File: config.mk
export PLATFORM = sky130hd
export DESIGN_NAME = tdc_therm_accum
export DESIGN_NICKNAME = d
export VERILOG_FILES = /design/src/rtl/tdc_therm_accum.sv
export SDC_FILE = /design/constraint.sdc
export NUM_CORES = 1
export LEC_CHECK = 0
export BUFFER_PORTS_ARGS = -buffer_cell sky130_fd_sc_hd__buf_2
export CAP_MARGIN = 10
export CORE_ASPECT_RATIO = 0.5
export CORE_MARGIN = 10
export CORE_UTILIZATION = 58
export DETAILED_ROUTE_END_ITERATION = 7
export PLACE_DENSITY = 0.85
export SYNTH_ARGS = -nofsm -noshare
export SYNTH_HDL_FRONTEND = slang
export SYNTH_SLANG_ARGS = --single-unit
File: constraint.sdc
create_clock -name clk -period 2.17 [get_ports clk]
set_clock_uncertainty 0.05 [all_clocks]
set_input_delay 0.434 -clock clk [delete_from_list [all_inputs] [get_ports clk]]
set_output_delay 0.434 -clock clk [all_outputs]
set_load 0.1 [all_outputs]
File: src/rtl/tdc_therm_accum.sv
// Thermometer-code ones-counter with windowed avg/min/max/bubble reporting.
// Build option: define TDC_ROUND_EN for a round-half-up average (default truncates).
module tdc_therm_accum #(
  parameter int N_DELAY  = 32,
  parameter int ACC_LOG2 = 4,
  localparam int CW = $clog2(N_DELAY + 1),
  localparam int SW = CW + ACC_LOG2
) (
  input  logic               clk,
  input  logic               rst_n,
  input  logic               clr,
  input  logic               in_valid,
  output logic               in_ready,
  input  logic [N_DELAY-1:0] therm_code,
  output logic               out_valid,
  input  logic               out_ready,
  output logic [CW-1:0]      out_avg,
  output logic [CW-1:0]      out_min,
  output logic [CW-1:0]      out_max,
  output logic               out_bubble
);

  // state | meaning
  // ACCUM | accepting samples until the window is full
  // DRAIN | pipeline flushing, in_ready low, timer counts down to load
  // DONE  | result presented, waiting for out_ready
  typedef enum logic [1:0] {ACCUM, DRAIN, DONE} state_t;

  state_t              state;
  logic [ACC_LOG2-1:0] smp_cnt;
  logic [1:0]          drain_tmr;
  logic                s1_vld;
  logic [CW-1:0]       s1_cnt;
  logic                s1_bub;
  logic [SW-1:0]       sum;
  logic [CW-1:0]       min_q;
  logic [CW-1:0]       max_q;
  logic                bub_acc;
  logic [CW-1:0]       pop_cnt;
  logic                bub_det;
  logic [SW-1:0]       sum_adj;
  logic                accept;

  assign accept = in_valid && in_ready;

  always_comb begin
    pop_cnt = '0;
    for (int i = 0; i < N_DELAY; i++) begin
      pop_cnt = pop_cnt + CW'(therm_code[i]);
    end
  end

  // A set bit sitting directly above a clear bit marks a non-thermometer code.
  assign bub_det = |(therm_code[N_DELAY-1:1] & ~therm_code[N_DELAY-2:0]);

`ifdef TDC_ROUND_EN
  assign sum_adj = sum + SW'(1 << (ACC_LOG2 - 1));
`else
  assign sum_adj = sum;
`endif

  always_ff @(posedge clk or posedge rst_n) begin
    if (rst_n) begin
      state      <= ACCUM;
      smp_cnt    <= '0;
      drain_tmr  <= '0;
      s1_vld     <= 1'b0;
      s1_cnt     <= '0;
      s1_bub     <= 1'b0;
      sum        <= '0;
      min_q      <= '1;
      max_q      <= '0;
      bub_acc    <= 1'b0;
      in_ready   <= 1'b1;
      out_valid  <= 1'b0;
      out_avg    <= '0;
      out_min    <= '0;
      out_max    <= '0;
      out_bubble <= 1'b0;
    end else if (clr) begin
      state     <= ACCUM;
      smp_cnt   <= '0;
      drain_tmr <= '0;
      s1_vld    <= 1'b0;
      sum       <= '0;
      min_q     <= '1;
      max_q     <= '0;
      bub_acc   <= 1'b0;
      in_ready  <= 1'b1;
      out_valid <= 1'b0;
    end else begin
      s1_vld <= accept;
      if (accept) begin
        s1_cnt <= pop_cnt;
        s1_bub <= bub_det;
      end
      if (s1_vld) begin
        sum     <= sum + SW'(s1_cnt);
        bub_acc <= bub_acc | s1_bub;
        if (s1_cnt < min_q) min_q <= s1_cnt;
        if (s1_cnt > max_q) max_q <= s1_cnt;
      end
      case (state)
        ACCUM: begin
          if (accept) begin
            smp_cnt <= smp_cnt + 1'b1;
            if (smp_cnt == '1) begin
              state     <= DRAIN;
              in_ready  <= 1'b0;
              drain_tmr <= 2'd2;
            end
          end
        end
        DRAIN: begin
          if (drain_tmr == 2'd0) begin
            out_avg    <= sum_adj[SW-1:ACC_LOG2];
            out_min    <= min_q;
            out_max    <= max_q;
            out_bubble <= bub_acc;
            out_valid  <= 1'b1;
            state      <= DONE;
          end else begin
            drain_tmr <= drain_tmr - 1'b1;
          end
        end
        DONE: begin
          if (out_ready) begin
            out_valid <= 1'b0;
            in_ready  <= 1'b1;
            state     <= ACCUM;
            smp_cnt   <= '0;
            sum       <= '0;
            min_q     <= '1;
            max_q     <= '0;
            bub_acc   <= 1'b0;
          end
        end
        default: state <= ACCUM;
      endcase
    end
  end

endmodule

==> results.json <==
{
  "drt_iter0_markers": 191,
  "areaGrowthSynthToFinish_pct": 23.1,
  "synth_seq_cells": 60,
  "mappedNetlistArea_um2": 4060,
  "first_global_vias": 3170,
  "p_seq_share_pct": 23.3,
  "fmax_ghz": 0.228,
  "synth_commonest_cells": "inv_1 (68), dfrtp_1 (53), nand2_1 (36), o21ai_0 (34), ha_1 (26)",
  "synth_area_per_cell_um2": 9.97,
  "clk_pin_slew_worst_paths_ps": 60,
  "initial_core_util_pct": 60.3,
  "drt-total-wl_mm": 8.72,
  "fin_crit_sh_pct": 202,
  "fin_nets": 582,
  "dpl.hpwl_mm": 6.82,
  "synth.net_count": 495,
  "syn_inst": 407,
  "hold_viol": 0,
  "finalSetupTns_ps": -12340,
  "hold_class": "in2async",
  "cp.required_ps": 2330,
  "ys_seq_area_share_pct": 37.2,
  "cts_sinks": 60,
  "async_flop_share_pct": 100,
  "synth_area_leader_cell": "dfrtp_1",
  "insertedDiodeCount": 0,
  "rows": 21,
  "pre_cts_slack_ps": -2610,
  "wire_per_inst_um": 14.8,
  "hold_buffers": 0,
  "slew_viol_final": 0,
  "worst_pin_slew_ps": 505,
  "die_area_um2": 10900,
  "antenna_found_initial": 0,
  "antenna_left": 0,
  "synth_ff_type": "dfrtp_1",
  "place.gp.congestion": 0.868,
  "reg2reg_depth": 7,
  "die_width_um": 138,
  "io_pins": 58,
  "ff2ff_setup_slack_ps": 160,
  "p_sw_mw": 2.99,
  "relSlewSlack_pct": 66.6,
  "outcome": "complete, but fails checks",
  "worst_slack_ps": -2210,
  "cp-startpoint": "therm_code[5]",
  "synth_edf_count": 0,
  "swShare_pct": 44.1,
  "crit_fanout": 2,
  "cts_buffer_depth": 2,
  "fp.dieH_um": 79.1,
  "start_kind": "primary input",
  "ys_types": 51,
  "drcViolationCount": 0,
  "grt_remaining_overflow": 0,
  "p_clk_share_pct": 20.4,
  "end_kind": "flip-flop",
  "cts_tree": "built",
  "r2r-start": "s1_cnt[0]",
  "vias": 3151,
  "synth_top_cell_area_share_pct": 32.7,
  "worst_ep_arrival_time_ps": 4540,
  "worst-setup-path-type": "in2reg",
  "port_buffers": 57,
  "period_minus_slack_ps": 4380,
  "vdd_drop_max_mv": 0.957,
  "drt-vias-per-instance": 5.33,
  "numCtsBuffers": 9,
  "p_comb_share_pct": 56.3,
  "violations": "negative setup slack",
  "cts_root_buf": "clkbuf_16",
  "synthMostInstantiatedCell": "inv_1",
  "yosys-top-cells-area": "dfrtp_1 (33%), fa_1 (12%), ha_1 (8.0%), inv_1 (6.3%), mux2_2 (5.3%)",
  "track_usage_pct": 16.3,
  "rsz0062_at_grt": "true",
  "core-area_um2": 6730,
  "finalSetupViolations": 6,
  "reg2reg_to": "sum[6]",
  "clock_latency_ps": 330,
  "p_int_mw": 3.79,
  "drt-pass1-iter-count": 4,
  "powerDensity_nw_per_um2": 1360,
  "htree_levels": 3,
  "power.leakage_nw": 2.55,
  "drive_above_1_share_pct": 32.3,
  "maxCapViolations": 0,
  "grt_max_degree": 42,
  "synth_warnings": 0,
  "grt_pass1_wl_mm": 14.7
}
==> worst max-delay path, stage by stage <==
cell and delay, ps:
buf_2 90, inv_1 50, fa_1 590, fa_2 460, fa_2 540, fa_1 420, fa_1 510, fa_1 430
inv_2 80, ha_4 130, inv_2 30, fa_2 330, inv_1 60, a21o_1 120, a21oi_2 60, xor2_1 150
o21ai_1 70
==> registers in the layout, summed over array words and instances, names as in the netlist, 2 cells and up <==
signal / cells
sum: 10
drain_tmr: 2
s1_cnt: 6
out_min: 6
max_q: 6
state: 2
smp_cnt: 4
out_max: 6
out_avg: 6
min_q: 6
==> routing by layer <==
layer  routed length (um)  global-route usage [%]
met4                  125                    4.18
met1                 4010                    19.9
met5                    0                       0
met3                  463                    5.52
met2                 4120                    27.2
==> logic make-up after synthesis <==
family                     Yosys count  synth area share (%)
adders and majority gates           51                  20.4
and+or+nand+nor                     96                  11.8
AOI/OAI and AO/OA                   83                  13.0
muxes                               27                  7.28
xor gates and xnor gates             9                  1.94
buffers and inverters               81                  8.42
DFF                                 60                  37.2
==> final cells by class <==
cell class,instances,area (um2)
Inverter,68,255
Clock inverter,6,63.8
Tap cell,92,115
Clock buffer,10,229
Sequential cell,60,1510
Timing Repair Buffer,89,566
Multi-Input combinational cell,266,2260
Fill cell,466,1730
==> through the flow <==
step,hold WS (ps),power (mW),area [um2],cells,util [%]
floorplan,399,4.36,4090,407,-
global placement,408,5.14,4650,573,69.1
detailed placement,405,5.28,4650,573,69.1
CTS,68.8,6.78,4980,590,74.0
global route,83.5,7.30,4990,591,74.3
finish,51.5,6.78,4990,591,74.3
==> placed cells by master (no fill, tap or decap), types with 12 or more instances in the layout <==
cell     Yosys  final
mux2_2      19     19
nand2_1     36     35
fa_1        25     19
inv_1       68     56
buf_2        6     52
inv_2        0     12
nor2_1      20     20
nand3_1     13     13
buf_4        1     32
dfrtp_1     53     53
ha_1        26     25
o21ai_0     34     28
==> power by group through the flow <==
stage	clock (mW)	sequential, mW	combinational [mW]
final	1.39	1.58	3.82
after global placement	0	1.58	3.56
after CTS	1.40	1.58	3.81
after detailed placement	0	1.59	3.69
after floorplan	0	2.23	2.13
after global routing	1.45	1.61	4.24
==> timing repair <==
action,in CTS,in global routing
setup endpoints to repair,6,8
cloned,0,0
pin swaps,10,10
setup buffers,1,1
resized for setup,16,4
==> how the worst max path moves through the flow <==
stage / to / slack [ps] / cells after the start
floorplan: s1_cnt[4] / -2360 / 16
global placement: s1_cnt[4] / -2520 / 17
detailed placement: s1_cnt[3] / -2610 / 16
CTS: s1_cnt[4] / -2220 / 17
global route: s1_cnt[4] / -2360 / 17
finish: s1_cnt[4] / -2210 / 17
(Power assumes the default switching activity.)
